### src/rtl/chdr_strs_pkt_gen.sv
// CHDR stream-status (STRS) packet generator: turns one request into a 5-beat
// CHDR packet on a 64-bit AXI-Stream master and stamps a wrapping sequence number.
module chdr_strs_pkt_gen #(
    parameter int CHDR_W = 64
) (
    input  logic              clk,
    input  logic              rst,
    input  logic              req_valid,
    output logic              req_ready,
    input  logic [15:0]       req_dst_epid,
    input  logic [15:0]       req_src_epid,
    input  logic [3:0]        req_status,
    input  logic [39:0]       req_capacity_bytes,
    input  logic [23:0]       req_capacity_pkts,
    input  logic [39:0]       req_xfer_count_pkts,
    input  logic [63:0]       req_xfer_count_bytes,
    input  logic [15:0]       req_buff_info,
    input  logic [47:0]       req_status_info,
    output logic [CHDR_W-1:0] m_axis_tdata,
    output logic              m_axis_tlast,
    output logic              m_axis_tvalid,
    input  logic              m_axis_tready,
    output logic [15:0]       seq_num
);

    if (CHDR_W != 64) begin : g_bad_chdr_w
        $error("chdr_strs_pkt_gen: CHDR_W must be 64");
    end

    typedef enum logic [2:0] {IDLE, HDR, W0, W1, W2, W3} state_t;

    localparam logic [5:0]  HDR_FLAGS     = 6'd0;
    localparam logic [2:0]  PKT_TYPE_STRS = 3'd1;
    localparam logic [6:0]  NUM_MDATA     = 7'd0;
    localparam logic [15:0] STRS_LEN      = 16'd40;

    state_t      state, state_nxt;
    logic        req_fire;
    logic        beat_fire;
    logic [15:0] seq_q;

    logic [15:0] dst_epid_p0;
    logic [15:0] src_epid_p0;
    logic [3:0]  status_p0;
    logic [39:0] capacity_bytes_p0;
    logic [23:0] capacity_pkts_p0;
    logic [39:0] xfer_count_pkts_p0;
    logic [63:0] xfer_count_bytes_p0;
    logic [15:0] buff_info_p0;
    logic [47:0] status_info_p0;

    assign req_fire  = req_valid && req_ready;
    assign beat_fire = m_axis_tvalid && m_axis_tready;
    assign seq_num   = seq_q;

    always_ff @(posedge clk) begin
        if (rst) begin
            state <= IDLE;
        end else begin
            state <= state_nxt;
        end
    end

    // Request capture: fields are frozen for the whole packet, so the source
    // may change them freely once the request has been taken.
    always_ff @(posedge clk) begin
        if (req_fire) begin
            dst_epid_p0         <= req_dst_epid;
            src_epid_p0         <= req_src_epid;
            status_p0           <= req_status;
            capacity_bytes_p0   <= req_capacity_bytes;
            capacity_pkts_p0    <= req_capacity_pkts;
            xfer_count_pkts_p0  <= req_xfer_count_pkts;
            xfer_count_bytes_p0 <= req_xfer_count_bytes;
            buff_info_p0        <= req_buff_info;
            status_info_p0      <= req_status_info;
        end
    end

    always_ff @(posedge clk) begin
        if (rst) begin
            seq_q <= 16'd0;
        end else if (beat_fire && (state == W3)) begin
            seq_q <= seq_q + 16'd1;
        end
    end

    // Beat contents are a pure function of state and captured fields, which
    // keeps tdata/tlast stable across any number of stalled cycles.
    always_comb begin
        state_nxt     = state;
        req_ready     = 1'b0;
        m_axis_tvalid = 1'b0;
        m_axis_tlast  = 1'b0;
        m_axis_tdata  = '0;
        case (state)
            IDLE: begin
                req_ready = 1'b1;
                if (req_valid) begin
                    state_nxt = HDR;
                end
            end
            HDR: begin
                m_axis_tvalid = 1'b1;
                m_axis_tdata  = {HDR_FLAGS, PKT_TYPE_STRS, NUM_MDATA, seq_q,
                                 STRS_LEN, dst_epid_p0};
                if (m_axis_tready) begin
                    state_nxt = W0;
                end
            end
            W0: begin
                m_axis_tvalid = 1'b1;
                m_axis_tdata  = {capacity_bytes_p0, 4'b0000, status_p0, src_epid_p0};
                if (m_axis_tready) begin
                    state_nxt = W1;
                end
            end
            W1: begin
                m_axis_tvalid = 1'b1;
                m_axis_tdata  = {xfer_count_pkts_p0, capacity_pkts_p0};
                if (m_axis_tready) begin
                    state_nxt = W2;
                end
            end
            W2: begin
                m_axis_tvalid = 1'b1;
                m_axis_tdata  = xfer_count_bytes_p0;
                if (m_axis_tready) begin
                    state_nxt = W3;
                end
            end
            W3: begin
                m_axis_tvalid = 1'b1;
                m_axis_tlast  = 1'b1;
                m_axis_tdata  = {status_info_p0, buff_info_p0};
                if (m_axis_tready) begin
                    state_nxt = IDLE;
                end
            end
            default: begin
                state_nxt = IDLE;
            end
        endcase
    end

endmodule

### config.mk
export PLATFORM = sky130hd
export DESIGN_NAME = chdr_strs_pkt_gen
export DESIGN_NICKNAME = d
export VERILOG_FILES = /design/src/rtl/chdr_strs_pkt_gen.sv
export SDC_FILE = /design/constraint.sdc
export NUM_CORES = 1
export LEC_CHECK = 0
export BUFFER_PORTS_ARGS = -buffer_cell sky130_fd_sc_hd__clkbuf_2
export CAP_MARGIN = 20
export CORE_MARGIN = 8
export CORE_UTILIZATION = 35
export CTS_BUF_LIST = sky130_fd_sc_hd__clkbuf_4 sky130_fd_sc_hd__clkbuf_8 sky130_fd_sc_hd__clkbuf_16
export CTS_CLUSTER_SIZE = 28
export DETAILED_ROUTE_END_ITERATION = 10
export GPL_TIMING_DRIVEN = 0
export PLACE_DENSITY = 0.66
export RECOVER_POWER = 50
export SYNTH_ARGS = -nofsm -noshare
export SYNTH_HDL_FRONTEND = slang
export SYNTH_SLANG_ARGS = --single-unit
### constraint.sdc
create_clock -name clk -period 8.9 [get_ports clk]
set_input_delay 0.445 -clock clk [delete_from_list [all_inputs] [get_ports clk]]
set_output_delay 0.445 -clock clk [all_outputs]
set_load 0.005 [all_outputs]
==> run_results.csv, run 1 <==
group,metric,value,unit
outcome,status,"finished with violations",
outcome,violations,"max-capacitance violations, max-slew violations",
cts,postCtsSetupBuffers,0,
hold_path,hp-start,"req_xfer_count_bytes[38]",
cts,h-tree-depth,1,
global_route,grt_util_all_layers,0.160,
detailed_routing,ant_nets,0,
detailed_routing,vias_per_cell,4.87,
worst_setup_path,reg2reg_from,"state[0]$_SDFFE_PP0P_",
place,post_dp_cell_area,0.0133,sq mm
cts,cts_sinks,287,
worst_setup_path,start_kind,"flip-flop",
cts,tritoncts,"yes",
cts,numCtsBuffers,31,
power,vdd_drop_max,0.159,mV
synthesis,synthArstFlopShare,0,
synthesis,synth-edff-count,268,
sta,fin_crit,4490,ps
finish,fin_area,0.0143,sq mm
worst_setup_path,crit_path_end_kind,"flip-flop",
place,place_ws,5900,ps
job,maxCapViolations,1,
worst_setup_path,crit_type,"reg2reg",
power,p_leak,5.54,nW
sta,rsz0062_at_grt,"no",
sta,tightest_slew,2900,ps
detailed_routing,wirelength,30900,microns
synthesis,syn_area_per_cell,16.9,sq um
global_route,grt_max_degree,66,
sta,maxSlewViolCount,41,
finish,final_common_cell,"clkbuf_2",
global_route,grt_pass1_wl,44900,microns
die,ios,355,
place,post-dp-hpwl,23300,microns
sta,worst_slack,4410,ps
die,die_h,192,microns
worst_setup_path,r2r-end,"xfer_count_bytes_p0[40]$_DFFE_PP_",
sta,setup_viol_count_final,0,
cts,insertion_delay,560,ps
die,start_util,0.356,
cts,clock_path_buffers,3,
global_route,antenna_found_initial,4,
sta,finalCritPeriodShare,0.504,
finish,area_growth,31.7,%
place,portBuffers,354,
synthesis,synth_seq_area_share,0.775,
detailed_routing,routedWlPerCell,21.2,microns
detailed_routing,drc,0,
worst_setup_path,worstPathMaxFanout,65,
sta,slew_headroom,-0.932,
finish,fillers,2729,
synthesis,synth_nets,916,
power,power_density,236,mW/mm^2
synthesis,yosys.cell_types.count,38,
finish,fin_nets,1308,
die,die-area,0.0370,sq mm
global_route,grt_pass1_vias,7606,
worst_setup_path,path_buf_inv,4,
worst_setup_path,path_delay_family,"simple AND/OR/NAND/NOR gates",
hold_path,hold_class,"in2reg",
die,core_region_area,0.0306,sq mm
power,power,0.00338,W
synthesis,netlist_area,0.0109,sq mm
detailed_routing,drtIter0Drc,299,
synthesis,yosysWarnings,0,
worst_setup_path,ff2ff_setup_slack,4410,ps
sta,hold_ws,57.1,ps
finish,mostFrequentLayoutCells,"clkbuf_2 (322), edfxtp_1 (268), mux2i_1 (88)",
global_route,grt.overflow.total,0,
cts,cts_resized,0,
synthesis,synth_top_cell_area_share,0.740,
worst_setup_path,cp.arrival,4710,ps
synthesis,dominantRegCellSynth,"edfxtp_1",
sta,fin_tns_setup,0,ps
die,rows,64,
sta,timing.fmax,223,MHz
cts,root_buffer,"clkbuf_16",
synthesis,synthCells,643,
worst_setup_path,cp_cell_sequence,"clkbuf_1 > clkbuf_1 > nor3_1 > and2_0 > buf_12 > buf_16",
worst_setup_path,cp_data_required_time,9120,ps
detailed_routing,drtPass1Iterations,7,
sta,clock_skew,8.66,ps
sta,hold_violations,0,
synthesis,yosys.area.top_type,"edfxtp_1",
detailed_routing,via_count,7108,
cts,postCtsHoldBufs,0,
synthesis,synth_seq_cells,287,
die,dieWidth,192,microns
worst_setup_path,critPathMostFrequentCell,"clkbuf_1",
synthesis,synth_area_leaders,"edfxtp_1 (74%), mux2i_1 (8.1%), dfxtp_1 (3.5%), a221o_1 (2.9%), o21ai_0 (1.8%)",
finish,drive_above_1_share,0.374,
worst_setup_path,critical_path_depth,6,
worst_setup_path,crit_slowest_cell,"and2_0",
worst_setup_path,crit_end,"xfer_count_bytes_p0[40]$_DFFE_PP_",
cts,clkTransAtPathRegs,60,ps
worst_setup_path,cp-startpoint,"state[0]$_SDFFE_PP0P_",
worst_setup_path,cpPeakStageDelay,2160,ps
place,gp_congestion,0.819,
worst_setup_path,reg2reg_depth,6,
-- power by group --
group | internal [W] | leakage, nW | total (W) | switching, W
Sequential | 0.00161 | 2.70 | 0.00164 | 0.0000284
Combinational | 0.000140 | 2.29 | 0.000332 | 0.000193
Clock | 0.000879 | 0.557 | 0.00141 | 0.000528
-- state kept, by name (all words and copies together), names as in the netlist --
name,count
seq_num,16
capacity_bytes_p0,40
status_p0,4
dst_epid_p0,16
src_epid_p0,16
xfer_count_pkts_p0,40
capacity_pkts_p0,24
xfer_count_bytes_p0,64
status_info_p0,48
state,3
buff_info_p0,16
-- cell usage after synthesis, drive strengths merged (2+ instances only) --
cell type  number
a21oi          13
a221o          32
a31o            2
and4b           2
buf            12
clkbuf         23
dfxtp          19
edfxtp        268
inv             8
mux2i          88
nand2          44
nand2b          2
nand3           4
nand4           5
nor2           17
nor3            8
nor4            4
o21ai          39
o22ai          28
or3             2
xnor2           9
xor2            3
-- cell type report --
type                            count  area [sq um]  share of cell area
Inverter                            8          30.0             0.00210
Tap cell                          396           495              0.0346
Clock inverter                     24           337              0.0235
Multi-Input combinational cell    313          2250               0.157
Sequential cell                   287          8430               0.588
Antenna cell                        3          7.51            0.000524
Clock buffer                       34           798              0.0557
Buffer                             35           140             0.00978
Timing Repair Buffer              359          1840               0.129
-- metal layers --
metal / vias up / global-route usage / wire, microns
li1: 3334 / - / -
met1: 3383 / 0.188 / 12200
met2: 329 / 0.269 / 14500
met3: 60 / 0.0566 / 3200
met4: 2 / 0.0558 / 1020
met5: - / 0 / 13
-- stage by stage --
step           instances  utilization
2_1_floorplan        643            -
3_3_place_gp        1393        0.430
3_5_place_dp        1398        0.434
4_1_cts             1456        0.471
5_1_grt             1458        0.468
6_report            1459        0.468
-- cell families after synthesis --
logic type,synth area share
muxes,0.0809
DFF,0.775
buffers and inverters,0.0160
AOI/OAI and AO/OA,0.0727
xor gates and xnor gates,0.00966
adders and majority gates,0.00115
and+or+nand+nor,0.0451
-- worst min path at each step --
stage	endpoint	slack, ps	cells after the start
final	xfer_count_bytes_p0[38]$_DFFE_PP_	60	1
after global routing	capacity_pkts_p0[21]$_DFFE_PP_	30	1
after CTS	status_info_p0[4]$_DFFE_PP_	20	1
after detailed placement	seq_num[15]$_SDFFE_PP0P_	530	2
after global placement	seq_num[15]$_SDFFE_PP0P_	520	2
after floorplan	seq_num[15]$_SDFFE_PP0P_	480	2
Power figures use the tool's default switching activity.
==> run 2: changes to the inputs <==
- ABC_AREA: unset -> 1
- PLACE_DENSITY: 0.66 -> 0.68
- clock period: 8.9 -> 4 ns (I/O delays scaled with it)
==> run 2 against run 1 <==
Net effect: the run now ends clean; cell count grew 32%; core utilization grew 8.8 points; maximum frequency grew 62%; clock-buffer cell count shrank 1; cell area grew 19%; synthesized cell count grew 29%; clock skew grew 10 ps; first-iteration DRC count grew 94%; via count grew 33%; routed wire length grew 33%; non-clock buffer count grew 267; hold slack lost 47 ps; critical path type unchanged.
==> run_results.csv, run 2 <==
group,metric,value,unit
outcome,status,"finished, final reports clean",
worst_setup_path,critPathMostFrequentCell,"buf_12",
synthesis,yosysWarnings,0,
sta,setup_viol_count_final,0,
synthesis,synthArstFlopShare,0,
finish,largest_reg_flops,64,
detailed_routing,drtPass1Iterations,5,
finish,largestRegisters,"xfer_count_bytes_p0: 64 flops, status_info_p0: 48 flops",
die,rows,64,
worst_setup_path,crit_path_end_kind,"flip-flop",
place,post_dp_cell_area,0.0134,sq mm
sta,clock_skew,19.0,ps
synthesis,yosys.cell_types.count,28,
die,dieWidth,193,microns
place,place_ws,1910,ps
finish,drive_above_1_share,0.264,
power,switchingPower,0.00263,W
worst_setup_path,start_kind,"flip-flop",
hold_path,holdPathStages,4,
die,start_util,0.356,
worst_setup_path,cp_data_required_time,4270,ps
cts,root_buffer,"clkbuf_16",
sta,fin_crit,2770,ps
synthesis,synth_area_leaders,"edfxtp_1 (74%), nand2_1 (9.8%), dfxtp_1 (3.5%), nand3_1 (1.9%), nand4_1 (1.8%)",
finish,top_register,"xfer_count_bytes_p0",
sta,hold_violations,0,
power,p_int,0.00656,W
cts,clkTransAtPathRegs,60,ps
synthesis,synthTopCellsByCount,"nand2_1 (285), edfxtp_1 (268), nand3_1 (42), a21oi_1 (34), nand4_1 (32)",
synthesis,yosys.area.top_type,"edfxtp_1",
die,core_region_area,0.0307,sq mm
worst_setup_path,path_delay_family,"simple AND/OR/NAND/NOR gates",
finish,fillers,2417,
synthesis,synth_top_cell_area_share,0.737,
cts,insertion_delay,580,ps
finish,area_growth,56.2,%
die,die-area,0.0371,sq mm
finish,mostFrequentLayoutCells,"clkbuf_2 (310), nand2_1 (285), dlygate4sd3_1 (269)",
power,power_density,539,mW/mm^2
power,p_leak,6.81,nW
power,seqPwrFrac,0.453,
detailed_routing,drc,0,
detailed_routing,via_count,9459,
sta,worst_slack,1230,ps
sta,finalCritPeriodShare,0.692,
finish,final_common_cell,"clkbuf_2",
cts,tritoncts,"yes",
place,post-dp-hpwl,25400,microns
worst_setup_path,critical_path_depth,6,
die,die_h,193,microns
finish,fin_nets,1764,
cts,cts_resized,0,
cts,clock_path_buffers,3,
synthesis,dominantRegCellSynth,"edfxtp_1",
synthesis,syn_area_per_cell,13.2,sq um
detailed_routing,drtIter0Drc,581,
hold_path,hold_class,"in2reg",
power,p_clk_frac,0.330,
detailed_routing,wirelength,41100,microns
synthesis,synth_seq_area_share,0.772,
synthesis,synth_seq_cells,287,
place,portBuffers,353,
sta,tightest_slew,1250,ps
sta,timing.fmax,361,MHz
sta,slew_headroom,0.164,
detailed_routing,vias_per_cell,4.92,
power,switching_share,0.286,
global_route,grt_pass1_vias,10071,
worst_setup_path,crit_slowest_cell,"nor2_1",
cts,h-tree-depth,1,
power,vdd_drop_max,0.462,mV
global_route,grt_pass1_wl,59400,microns
worst_setup_path,cp.arrival,3040,ps
die,ios,355,
synthesis,synth.most_common_cell,"nand2_1",
power,combPwrFrac,0.216,
job,maxCapViolations,0,
sta,fin_tns_setup,0,ps
cts,numCtsBuffers,31,
worst_setup_path,path_buf_inv,3,
synthesis,netlist_area,0.0109,sq mm
finish,utilization,0.556,
place,gp_congestion,0.864,
worst_setup_path,cp_cell_sequence,"nor2_1 > nand2_4 > nor2_1 > buf_12 > buf_12 > buf_12",
cts,postCtsSetupBuffers,0,
global_route,grt.overflow.total,0,
synthesis,synthCells,828,
sta,rsz0062_at_grt,"no",
worst_setup_path,crit_type,"reg2reg",
sta,maxSlewViolCount,0,
global_route,antenna_found_initial,12,
synthesis,synth_nets,1101,
global_route,grt_util_all_layers,0.212,
detailed_routing,routedWlPerCell,21.4,microns
cts,cts_sinks,287,
worst_setup_path,worstPathMaxFanout,37,
worst_setup_path,reg2reg_depth,6,
sta,hold_ws,10.1,ps
synthesis,synth-edff-count,268,
finish,fin_area,0.0171,sq mm
detailed_routing,ant_nets,0,
worst_setup_path,cpPeakStageDelay,950,ps
global_route,grt_max_degree,40,
## run 2: cell count changes after synthesis, sizes merged, moves of 19 or more
| cell | previous run | this run |
|---|---|---|
| a21oi | 13 | 34 |
| a221o | 32 | 0 |
| clkbuf | 23 | 4 |
| inv | 8 | 35 |
| mux2i | 88 | 0 |
| nand2 | 44 | 288 |
| nand3 | 4 | 42 |
| nand4 | 5 | 33 |
| o22ai | 28 | 1 |
## run 2: tightest hold or removal path, delay by kind of cell
family / cells / cell delay [ps]
buffers and inverters: 2 / 150
AOI/OAI and AO/OA: 1 / 120
and+or+nand+nor: 1 / 60
## run 2: cell type report
| class | instances | area (sq um) | share of cell area |
|---|---|---|---|
| tap | 396 | 495 | 0.0291 |
| antenna | 13 | 32.5 | 0.00191 |
| timing repair buffer | 630 | 4570 | 0.268 |
| buffer | 31 | 229 | 0.0134 |
| inverter | 35 | 139 | 0.00814 |
| multi-input combinational | 475 | 2100 | 0.123 |
| clock buffer | 33 | 791 | 0.0464 |
| sequential | 287 | 8430 | 0.494 |
| clock inverter | 22 | 268 | 0.0157 |
## run 2: repair_timing
action / 4_1_cts / 5_1_grt
hold buffers: 269 / 0
hold endpoints to repair: 270 / 0
endpoints found under the setup margin: 0 / 0
## run 2: cells by family (layout without fill, tap and decap cells)
kind of cell,count (synthesis),in the layout,share of synthesized area
AND/OR/NAND/NOR,407,407,0.161
flip-flops,287,287,0.772
AO/OA/AOI/OAI,67,67,0.0314
buffers and inverters,66,751,0.0338
adder cells (fa/ha/maj),1,1,0.00115
other,0,13,0
## run 2: power groups by stage
stage | combinational [W] | sequential (W) | clock [W]
after floorplan | 0.000823 | 0.00425 | 0
after global placement | 0.00162 | 0.00432 | 0
after detailed placement | 0.00177 | 0.00420 | 0
after CTS | 0.00199 | 0.00414 | 0.00304
after global routing | 0.00216 | 0.00420 | 0.00319
final | 0.00199 | 0.00417 | 0.00304
## run 2: routing by layer
layer  up-vias  GRT usage  wire, microns
met5         -          0              0
met4         0      0.107           2010
met3       134     0.0434           3020
met2       538      0.373          21200
met1      4515      0.242          14800
li1       4272          -              -
## run 2: final timing paths
kind                             from                              end  slack [ps]
max             state[1]$_SDFFE_PP0P_  capacity_bytes_p0[35]$_DFFE_PP_        1230
min reg2reg  seq_num[13]$_SDFFE_PP0P_         seq_num[13]$_SDFFE_PP0P_         510
max reg2reg     state[1]$_SDFFE_PP0P_  capacity_bytes_p0[35]$_DFFE_PP_        1230
min                     m_axis_tready            state[0]$_SDFFE_PP0P_          10
## run 2: through the flow
step | total power, W | std cells
finish | 0.00919 | 1922
global route | 0.00955 | 1921
CTS | 0.00917 | 1909
detailed placement | 0.00596 | 1585
global placement | 0.00594 | 1577
floorplan | 0.00507 | 828
==> run 3: changes to the inputs <==
- ABC_AREA: 1 -> 0
- PLACE_DENSITY: 0.68 -> 0.66
- clock period: 4 -> 2.8 ns (I/O delays scaled with it)
==> run 3 against run 2 <==
Net effect: core utilization grew 0.084 points; non-clock buffer count stayed put; critical path depth is the same; cell area is 0.11% lower; first-iteration DRC count shrank 20%; hold slack better by 45 ps; sequential power up 25%; register-to-register slack got worse by 800 ps; clock-buffer cell count rose by 1; sequential share of layout area hardly changed; sequential cell count is the same.
==> run_results.csv, run 3 (synthesized netlist as in run 1, its figures left out) <==
group,metric,value,unit
cts,postCtsSetupBuffers,0,
detailed_routing,drtPass1Iterations,4,
detailed_routing,via_count,8449,
worst_setup_path,cp_data_required_time,2660,ps
power,p_int,0.00832,W
worst_setup_path,reg2reg_from,"state[1]$_SDFFE_PP0P_",
finish,drive_above_1_share,0.309,
detailed_routing,drtIter0Drc,462,
place,gp_congestion,0.824,
finish,mostFrequentLayoutCells,"clkbuf_2 (328), edfxtp_1 (268), dlygate4sd3_1 (268)",
global_route,antenna_found_initial,3,
sta,setup_viol_count_final,0,
power,power_density,634,mW/mm^2
sta,fin_tns_setup,0,ps
finish,finalNonFillerCells,1724,
place,portBuffers,354,
worst_setup_path,cp-startpoint,"state[0]$_SDFFE_PP0P_",
global_route,grt_max_degree,75,
worst_setup_path,crit_path_end_kind,"output port",
sta,hold_ws,55.5,ps
worst_setup_path,cp.arrival,2450,ps
finish,final_common_cell,"clkbuf_2",
sta,hold_violations,0,
worst_setup_path,reg2reg_depth,5,
power,switching_share,0.229,
sta,maxSlewViolCount,0,
die,die-area,0.0370,sq mm
cts,tritoncts,"yes",
worst_setup_path,crit_type,"reg2out",
die,core_region_area,0.0306,sq mm
power,vdd_drop_max,0.534,mV
worst_setup_path,r2r-end,"xfer_count_bytes_p0[39]$_DFFE_PP_",
finish,final-seq-area,0.00843,sq mm
place,post-dp-hpwl,23200,microns
power,power,0.0108,W
finish,fin_nets,1575,
power,p_leak,6.72,nW
die,die_h,192,microns
finish,top_register,"xfer_count_bytes_p0",
die,dieWidth,192,microns
die,rows,64,
global_route,grt_pass1_wl,53900,microns
detailed_routing,wirelength,36500,microns
worst_setup_path,ff2ff_setup_slack,430,ps
cts,clock_path_buffers,3,
outcome,status,"finished, final reports clean",
cts,numCtsBuffers,31,
global_route,grt_util_all_layers,0.190,
global_route,grt_pass1_vias,9414,
global_route,grt.overflow.total,0,
sta,fin_crit,2590,ps
power,switchingPower,0.00248,W
sta,slew_headroom,0.532,
place,dp.cells,1398,
cts,insertion_delay,550,ps
worst_setup_path,worstPathMaxFanout,10,
finish,fillers,2399,
sta,finalCritPeriodShare,0.926,
cts,clkTransAtPathRegs,60,ps
finish,largestRegisters,"xfer_count_bytes_p0: 64 flops, status_info_p0: 48 flops",
detailed_routing,drc,0,
power,seqPwrFrac,0.484,
finish,largest_reg_flops,64,
sta,timing.fmax,386,MHz
die,start_util,0.356,
power,p_clk_frac,0.385,
sta,tightest_slew,695,ps
worst_setup_path,crit_end,"m_axis_tdata[10]",
job,maxCapViolations,0,
cts,h-tree-depth,1,
hold_path,hold_class,"in2reg",
cts,cts_sinks,287,
detailed_routing,routedWlPerCell,21.2,microns
finish,multi_input_area,0.00232,sq mm
detailed_routing,ant_nets,0,
cts,root_buffer,"clkbuf_16",
die,ios,355,
sta,clock_skew,7.73,ps
finish,area_growth,56.5,%
sta,rsz0062_at_grt,"yes",
detailed_routing,vias_per_cell,4.90,
power,combPwrFrac,0.131,
worst_setup_path,start_kind,"flip-flop",
[run 3: cell type report]
class,instances,area share
flip-flops and latches,287,0.495
repair buffers,627,0.266
multi-input cells,313,0.136
clock buffers,34,0.0469
well taps,396,0.0291
clock inverters,22,0.0140
plain buffers,34,0.0113
inverters,8,0.00176
diodes,3,0.000441
[run 3: power by group through the flow]
stage                     combinational, W  clock [W]  sequential (W)
after floorplan                   0.000548          0         0.00530
final                              0.00142    0.00416         0.00523
after global routing               0.00153    0.00442         0.00525
after detailed placement           0.00110          0         0.00530
after CTS                          0.00142    0.00423         0.00521
after global placement             0.00103          0         0.00533
[run 3: how the worst min path moves through the flow]
stage                                         endpoint                start  cells after the start  slack [ps]
after global placement    status_info_p0[43]$_DFFE_PP_  req_status_info[43]                      1         320
after floorplan              buff_info_p0[0]$_DFFE_PP_     req_buff_info[0]                      0         240
after CTS                     seq_num[14]$_SDFFE_PP0P_                  rst                      4          30
after detailed placement      src_epid_p0[6]$_DFFE_PP_      req_src_epid[6]                      1         320
final                         seq_num[14]$_SDFFE_PP0P_                  rst                      4          60
after global routing          seq_num[14]$_SDFFE_PP0P_                  rst                      4          70
[run 3: metrics by stage]
stage | instance area, sq um | worst slack [ps] | utilization
2_1_floorplan | 10900 | -323 | -
3_5_place_dp | 13300 | 46.1 | 0.435
6_report | 17000 | 208 | 0.557
5_1_grt | 17000 | -6.19 | 0.557
4_1_cts | 17100 | -164 | 0.558
3_3_place_gp | 13200 | -1110 | 0.431
[run 3: worst max-delay path: stages, from the launching register on]
cell,delay [ps]
dfxtp_1,320
buf_6,160
inv_1,200
nor3_4,480
clkbuf_2,390
a221o_1,230
clkbuf_2,120
[run 3: per-layer routing]
layer	share of wire	vias to the layer above	GRT usage
met3	0.088	49	0.0499
met1	0.39	4096	0.220
li1	-	3868	-
met5	0	-	0
met2	0.50	436	0.341
met4	0.026	0	0.0558
[run 3: timing repair]
action | in CTS | in global routing
endpoints found under the hold margin | 268 | 0
hold buffers | 268 | 0
cloned | 0 | 0
setup endpoints to repair | 61 | 61
gates resized for setup | 14 | 19
